===== config.mk =====
export PLATFORM = sky130hd
export DESIGN_NAME = seq_divider
export DESIGN_NICKNAME = d
export VERILOG_FILES = /design/src/rtl/seq_divider.sv
export SDC_FILE = /design/constraint.sdc
export NUM_CORES = 1
export LEC_CHECK = 0
export BUFFER_PORTS_ARGS = -buffer_cell sky130_fd_sc_hd__buf_2
export CAP_MARGIN = 5
export CORE_UTILIZATION = 45
export CTS_CLUSTER_SIZE = 10
export DETAILED_ROUTE_END_ITERATION = 10
export PLACE_DENSITY = 0.68
export SYNTH_ARGS = -nofsm -noshare
export SYNTH_HDL_FRONTEND = slang
export SYNTH_SLANG_ARGS = --single-unit

===== constraint.sdc =====
create_clock -name clk -period 3.3 [get_ports clk]
set_input_delay 0.495 -clock clk [delete_from_list [all_inputs] [get_ports clk]]
set_output_delay 0.495 -clock clk [all_outputs]
set_load 0.05 [all_outputs]

===== src/rtl/seq_divider.sv =====
// seq_divider: sequential unsigned restoring divider, one quotient bit per clock.
// The trial subtraction reuses a ripple add/sub primitive driven in subtract
// mode (B inverted, carry-in 1). A start/busy/done handshake sequences work.
module seq_divider #(
  parameter int W = 4
) (
  input  logic         clk,
  input  logic         rst_n,
  input  logic         start,
  input  logic [W-1:0] dividend,
  input  logic [W-1:0] divisor,
  output logic [W-1:0] quotient,
  output logic [W-1:0] remainder,
  output logic         busy,
  output logic         done,
  output logic         div_by_zero
);

  localparam int CNT_W = (W > 1) ? $clog2(W) : 1;
  localparam logic [CNT_W-1:0] LAST_CNT = CNT_W'(W - 1);

  typedef enum logic [1:0] {
    S_IDLE = 2'd0,
    S_RUN  = 2'd1,
    S_DONE = 2'd2
  } state_t;

  // Ripple-carry add/sub over W+1 bits; sub=1 inverts b and injects carry-in 1.
  function automatic logic [W:0] addsub(input logic [W:0] a,
                                        input logic [W:0] b,
                                        input logic       sub);
    logic [W:0] bb;
    logic [W:0] s;
    logic       c;
    bb = sub ? ~b : b;
    c  = sub;
    for (int i = 0; i <= W; i++) begin
      s[i] = a[i] ^ bb[i] ^ c;
      c    = (a[i] & bb[i]) | (c & (a[i] ^ bb[i]));
    end
    return s;
  endfunction

  state_t           state_q;
  logic [W:0]       r_q;
  logic [W-1:0]     q_q;
  logic [W-1:0]     d_q;
  logic [CNT_W-1:0] cnt_q;
  logic [W-1:0]     quotient_q;
  logic [W-1:0]     remainder_q;
  logic             busy_q;
  logic             done_q;
  logic             dbz_q;

  logic [W:0]       r_shift;
  logic [W:0]       trial;
  logic [W:0]       r_d;
  logic [W-1:0]     q_d;

  // One restoring iteration: shift {R,Q} left, trial-subtract D, restore on borrow.
  always_comb begin
    r_shift = {r_q[W-1:0], q_q[W-1]};
    trial   = addsub(r_shift, {1'b0, d_q}, 1'b1);
    r_d     = r_shift;
    q_d     = {q_q[W-2:0], 1'b0};
    if (!trial[W]) begin
      r_d    = trial;
      q_d[0] = 1'b1;
    end
  end

  // Control FSM with registered outputs and iteration state.
  always_ff @(posedge clk or negedge rst_n) begin
    if (!rst_n) begin
      state_q     <= S_IDLE;
      r_q         <= '0;
      q_q         <= '0;
      d_q         <= '0;
      cnt_q       <= '0;
      quotient_q  <= '0;
      remainder_q <= '0;
      busy_q      <= 1'b0;
      done_q      <= 1'b0;
      dbz_q       <= 1'b0;
    end else begin
      case (state_q)
        S_IDLE, S_DONE: begin
          done_q <= 1'b0;
          if (start) begin
            if (divisor != '0) begin
              d_q     <= divisor;
              q_q     <= dividend;
              r_q     <= '0;
              cnt_q   <= '0;
              busy_q  <= 1'b1;
              state_q <= S_RUN;
            end else begin
              // Divide by zero completes immediately with a flagged result.
              quotient_q  <= '1;
              remainder_q <= dividend;
              dbz_q       <= 1'b1;
              done_q      <= 1'b1;
              busy_q      <= 1'b0;
              state_q     <= S_DONE;
            end
          end else begin
            state_q <= S_IDLE;
          end
        end
        S_RUN: begin
          r_q   <= r_d;
          q_q   <= q_d;
          cnt_q <= cnt_q + 1'b1;
          if (cnt_q == LAST_CNT) begin
            quotient_q  <= q_d;
            remainder_q <= r_d[W-1:0];
            dbz_q       <= 1'b0;
            done_q      <= 1'b1;
            busy_q      <= 1'b0;
            state_q     <= S_DONE;
          end
        end
        default: begin
          state_q <= S_IDLE;
          busy_q  <= 1'b0;
          done_q  <= 1'b0;
        end
      endcase
    end
  end

  assign quotient    = quotient_q;
  assign remainder   = remainder_q;
  assign busy        = busy_q;
  assign done        = done_q;
  assign div_by_zero = dbz_q;

endmodule


==> impl_metrics.py, run 1 <==
metrics = {
    "placed_design": {
        "place.gp.congestion": 0.8579,
        "port_buffers": 21,
        "post-dp-hpwl_mm": 1.932,
        "dpl_worst_slack_ps": 670.8,
    },
    "power_and_ir_drop": {
        "p_leak_uw": 0.0006476,
        "switching_share_pct": 47.38,
        "ir_worst_vdd_uv": 588.6,
        "powerDensity_mw_per_mm2": 1170,
        "power.internal_uw": 881.2,
        "p_sw_uw": 793.4,
        "p_clk_share_pct": 9.5,
        "p_seq_share_pct": 34.5,
        "p_comb_share_pct": 55.9,
        "total_power_uw": 1675,
    },
    "timing": {
        "hold_viol": 0,
        "timing.fmax_mhz": 375.4,
        "tightest_slew_ps": 563.5,
        "timing.setup.tns_ps": 0,
        "setup_viol": 0,
        "min_period_ps": 2664,
        "period_share_pct": 80.72,
        "relSlewSlack_pct": 62.43,
        "final.setup.worst_slack_ps": 636.1,
        "rsz0062_at_grt": "no",
        "drv_slew": 0,
        "skew_ps": 8.565,
    },
    "routing": {
        "finalWirelength_mm": 2.632,
        "drc": 0,
        "ant_nets": 0,
        "wl_per_cell_um": 15.39,
        "via_count": 998,
        "first_pass_iters": 4,
        "drt_iter0_markers": 23,
        "vias_per_cell": 5.836,
    },
    "worst_setup_path": {
        "critPathLaunchType": "flop",
        "critPathLaunch": "q_q[3]",
        "cp_data_required_time_ps": 3550,
        "rr_startpoint": "q_q[3]",
        "slowest_stage": "fa_1",
        "critPathTopFamily": "adder cells",
        "critPathKind": "reg -> reg",
        "path_buf_inv": 2,
        "arrival_ps": 2910,
        "critPathCaptureType": "flop",
        "cpPeakStageDelay_ps": 420,
        "cp_max_fo": 6,
        "crit_chain": "inv_1 > ha_1 > fa_1 > inv_1 > fa_1 > fa_1 > xnor2_2 > mux2_2 > o211ai_1",
        "crit_path_frequent_cell": "fa_1",
    },
    "logic_synthesis": {
        "syn_inst": 121,
        "synth_xor_xnor_area_share_pct": 1.282,
        "ys_seq_elements": 26,
        "yosysMostFrequentCell": "dfrtp_1",
        "yosysWarnings": 0,
        "synth.area.top_cells": "dfrtp_1 (51%), fa_1 (4.7%), nor2_1 (3.3%)",
        "synth.avg_cell_area_um2": 10.49,
        "synth.distinct_cells": 30,
        "synthSimpleGateAreaFrac_pct": 13.71,
        "syn_area_mm2": 0.001269,
        "synth_compound_area_share_pct": 18.84,
        "synth_top_area_share_pct": 51.28,
        "synth-adder-area-share_pct": 6.706,
        "ys.flop_type": "dfrtp_1",
        "synth_area_leader_cell": "dfrtp_1",
        "async_flop_share_pct": 100.0,
        "muxShareOfSynthArea_pct": 4.241,
        "synth_nets": 137,
        "synth_edf_count": 0,
        "yosysSeqAreaShare_pct": 51.28,
        "synth_top_family_by_area": "compound AO/OA/AOI/OAI gates",
        "ys_top_cells_by_count": "dfrtp_1 (26), nor2_1 (11), nand2_1 (10)",
    },
    "global_routing": {
        "grt_pass1_wl_mm": 4.409,
        "grt_max_degree": 27,
        "grt.overflow.total": 0,
        "grt_pass1_vias": 956,
        "grt_usage_pct": 20.74,
        "antenna_found_initial": 0,
    },
    "clocking": {
        "cts_tree": "yes",
        "cts_sinks": 26,
        "post_cts_resized": 0,
        "cts.clk_slew.worst_paths_ps": 140,
        "htree_levels": 1,
        "clock_latency_ps": 320,
        "cts_root_buffer": "clkbuf_4",
        "cts_setup_buffers": 0,
        "cts-buffers-inserted": 3,
        "ctsHoldBuffers": 0,
        "cts_buffer_depth": 2,
    },
    "finish": {
        "area_growth_pct": 12.82,
        "finalNetCount": 158,
        "diodes": 0,
        "drive_gt1_share_pct": 24.11,
    },
    "floorplanning": {
        "core_mm2": 0.002567,
        "initial_core_util_pct": 49.42,
        "die_y_um": 55.10,
        "io_pins": 22,
        "die_w_um": 55.10,
        "dieArea_mm2": 0.003035,
        "rows": 18,
    },
    "worst_hold_path": {
        "hp-class": "in -> async",
    },
    "run_status": {
        "status": "finished clean",
    },
    "job": {
        "cap_viol_max_count": 0,
    },
}
## final cells by class
type / count / area, µm²
multi-input cells: 83 / 568.0
flip-flops and latches: 26 / 650.6
clock buffers: 4 / 36.28
well taps: 30 / 37.54
fillers: 230 / 1136
inverters: 5 / 18.77
repair buffers: 23 / 120.1
## placed cells by master (no fill, tap or decap), types with 2 or more instances in the layout
master and count:
a211oi_1 4, a21oi_1 7, a22o_1 2, a22oi_1 2, a31oi_1 4, buf_2 21, buf_4 2, clkbuf_4 3
dfrtp_1 26, fa_1 3, ha_1 2, inv_1 5, mux2_2 3, mux2i_1 2, nand2_1 10, nand2b_1 2
nand3_1 2, nor2_1 11, nor2b_1 2, nor4_2 2, o211ai_1 5, o21ai_0 7, o22ai_1 5
## worst paths after layout
path,endpoint,slack [ps],depth (start not counted)
max,remainder[1],640,9
min,d_q[1],140,1
max reg2reg,remainder[1],640,9
min reg2reg,busy,490,1
max in group asynchronous,r_q[3],2790,1
min in group clk,d_q[3],420,3
## state kept, by name, indices dropped and copies added, names as in the netlist
register	flops
q_q	4
d_q	4
r_q	4
quotient	4
busy	1
done	1
state_q	1
cnt_q	2
div_by_zero	1
remainder	4
## logic make-up (layout without fill, tap and decap cells)
| family | Yosys count | after routing |
|---|---|---|
| buffers and inverters | 12 | 32 |
| AO/OA/AOI/OAI | 38 | 38 |
| AND/OR/NAND/NOR | 34 | 34 |
| flip-flops | 26 | 26 |
| XOR/XNOR | 1 | 1 |
| multiplexers | 5 | 5 |
| adder cells (fa/ha/maj) | 5 | 5 |
## per-layer routing
| metal | vias up | track usage (%) | wire (µm) |
|---|---|---|---|
| met2 | 22 | 33.73 | 1243 |
| li1 | 473 | - | - |
| met3 | 2 | 2.732 | 87 |
| met1 | 501 | 28.50 | 1290 |
| met5 | - | 0 | 0 |
| met4 | 0 | 6.667 | 10 |
## power by group through the flow
stage          Clock [µW]  Sequential, µW  Combinational (µW)
4_1_cts               165             576                 943
6_report              159             578                 937
2_1_floorplan           0             772                 547
3_5_place_dp            0             584                 940
5_1_grt               181             600                1040
3_3_place_gp            0             578                 925
## metrics by stage
| step | utilization (%) | instance area (µm²) | hold WS [ps] | instances |
|---|---|---|---|---|
| final | 55.75 | 1431 | 142.0 | 171 |
| after global routing | 55.75 | 1431 | 173.8 | 171 |
| after floorplan | - | 1269 | 199.4 | 121 |
| after CTS | 55.75 | 1431 | 156.4 | 171 |
| after global placement | 54.34 | 1395 | 454.8 | 167 |
| after detailed placement | 54.34 | 1395 | 466.0 | 167 |
Note: power is estimated with default switching activity, not from simulation.
==> run 2, diff against run 1 <==
Settings changed: PLACE_DENSITY 0.68 to 0.71.
Clock period 3.3 ns to 2.2 ns, I/O delays scaled along.
==> run 2 against run 1 <==
Compared with the run above:
- the run now ends with setup timing left
- via count increased by 6.5%
- sequential share of layout area decreased by 3.7 points
- clock skew decreased by 6.0 ps
- first-iteration DRC count increased by 110%
- register-to-register slack got worse by 870 ps
- total power increased by 75%
- critical path depth unchanged
- fmax increased by 9.4%
- design area increased by 8.8%
- clock power increased by 53%
- die area unchanged
==> impl_metrics.py, run 2 (synthesized netlist as in run 1, its figures left out) <==
metrics = {
    "run_status": {
        "status": "finished with violations",
        "violations": "setup timing",
    },
    "power_and_ir_drop": {
        "p_leak_uw": 0.0006941,
        "p_sw_uw": 1349,
        "powerDensity_mw_per_mm2": 1886,
        "p_seq_share_pct": 30.1,
        "switching_share_pct": 45.91,
        "power.internal_uw": 1589,
        "ir_worst_vdd_uv": 1233,
        "p_clk_share_pct": 8.3,
        "p_comb_share_pct": 61.6,
    },
    "worst_setup_path": {
        "critPathCaptureType": "flop",
        "slowest_stage": "dfrtp_1",
        "arrival_ps": 2680,
        "cp_max_fo": 5,
        "crit_chain": "inv_2 > ha_4 > fa_2 > inv_2 > fa_2 > fa_2 > xnor2_4 > mux2_4 > o211ai_1",
        "crit_path_frequent_cell": "fa_2",
        "cp_data_required_time_ps": 2440,
        "critPathKind": "reg -> reg",
        "critPathLaunchType": "flop",
        "cpPeakStageDelay_ps": 420,
    },
    "clocking": {
        "clock_latency_ps": 320,
        "cts_buffer_depth": 2,
        "cts.clk_slew.worst_paths_ps": 140,
        "htree_levels": 1,
        "cts_root_buffer": "clkbuf_4",
        "cts_sinks": 26,
        "cts_tree": "yes",
        "cts-buffers-inserted": 3,
    },
    "routing": {
        "finalWirelength_mm": 2.982,
        "vias_per_cell": 5.939,
        "m1WireLength_mm": 1.285,
        "first_pass_iters": 4,
        "ant_nets": 0,
        "drc": 0,
        "wl_met2_mm": 1.514,
        "top_layer_used": "met4",
        "via_count": 1063,
        "met3_length_um": 166,
        "drt_iter0_markers": 48,
        "wl_per_cell_um": 16.66,
    },
    "global_routing": {
        "grt_max_degree": 27,
        "grt_pass1_vias": 1011,
        "grt_usage_pct": 22.10,
        "grt.overflow.total": 0,
        "grt_pass1_wl_mm": 4.643,
        "antenna_found_initial": 0,
    },
    "timing": {
        "timing.setup.tns_ps": -1940,
        "min_period_ps": 2436,
        "drv_slew": 0,
        "fin_hold_ws_ps": 254.7,
        "timing.fmax_mhz": 410.5,
        "hold_viol": 0,
        "relSlewSlack_pct": 58.11,
        "final.setup.worst_slack_ps": -235.9,
        "skew_ps": 2.589,
        "tightest_slew_ps": 627.1,
        "setup_viol": 10,
        "period_share_pct": 110.7,
        "rsz0062_at_grt": "yes",
    },
    "floorplanning": {
        "io_pins": 22,
        "rows": 18,
        "core_mm2": 0.002567,
        "initial_core_util_pct": 49.42,
        "dieArea_mm2": 0.003035,
        "die_y_um": 55.10,
        "die_w_um": 55.10,
    },
    "finish": {
        "area_growth_pct": 22.78,
        "fillers": 220,
        "drive_gt1_share_pct": 34.23,
        "finalNetCount": 166,
        "layout_common_cells": "dfrtp_1 (26), buf_2 (21), nor2_1 (11)",
        "diodes": 0,
        "final_common_cell": "dfrtp_1",
    },
    "job": {
        "cap_viol_max_count": 0,
    },
    "placed_design": {
        "post-dp-hpwl_mm": 2.056,
        "port_buffers": 21,
        "place.gp.congestion": 0.8087,
        "dpl_worst_slack_ps": -215.4,
    },
    "worst_hold_path": {
        "hp-class": "in -> reg",
    },
}
run 2: layout make-up:
class / instances / area (µm²) / share of cell area (%)
Clock buffer: 4 / 36.28 / 2.329
Inverter: 5 / 18.77 / 1.205
Multi-Input combinational cell: 83 / 628.1 / 40.32
Sequential cell: 26 / 650.6 / 41.77
Tap cell: 30 / 37.54 / 2.410
Timing Repair Buffer: 31 / 186.4 / 11.97
run 2: path summary, 6_finish.rpt:
path / from / end / slack [ps] / depth (start not counted)
worst max-delay path: q_q[3] / remainder[0] / -240 / 9
worst min-delay path: divisor[3] / d_q[3] / 250 / 3
worst max register to register: q_q[3] / remainder[0] / -240 / 9
worst min register to register: busy / busy / 500 / 1
max in group asynchronous: rst_n / busy / 1290 / 2
min in group asynchronous: rst_n / quotient[2] / 520 / 2
run 2: stage by stage:
stage	util (%)	std cells	area (µm²)	power (µW)
detailed placement	56.14	170	1441	2464
finish	60.67	179	1558	2938
global route	60.67	179	1558	3143
CTS	59.75	177	1534	2851
global placement	56.14	170	1441	2406
floorplan	-	121	1292	2081
run 2: critical path: cells and delay by family (launching register included):
kind / cells / cell delay, ps
buffers and inverters: 2 / 130
XOR/XNOR: 1 / 270
flip-flops: 1 / 420
adder cells (fa/ha/maj): 4 / 1030
AO/OA/AOI/OAI: 1 / 170
multiplexers: 1 / 350
run 2: power groups by stage:
stage / Combinational (µW) / Clock [µW] / Sequential [µW]
after floorplan: 916 / 0 / 1160
after global placement: 1540 / 0 / 870
after detailed placement: 1580 / 0 / 886
after CTS: 1710 / 257 / 880
after global routing: 1960 / 270 / 914
final: 1810 / 244 / 883
run 2: timing repair:
item,4_1_cts,5_1_grt
endpoints found under the hold margin,20,0
setup buffers,2,2
endpoints found under the setup margin,10,10
gates resized for setup,8,2
pin swaps,2,2
hold buffers,1,0
run 2: metal layers:
metal / vias to the layer above / track usage, %
li1: 491 / -
met2: 39 / 37.95
met1: 531 / 28.57
met3: 2 / 3.005
met5: - / 0
met4: 0 / 7.083
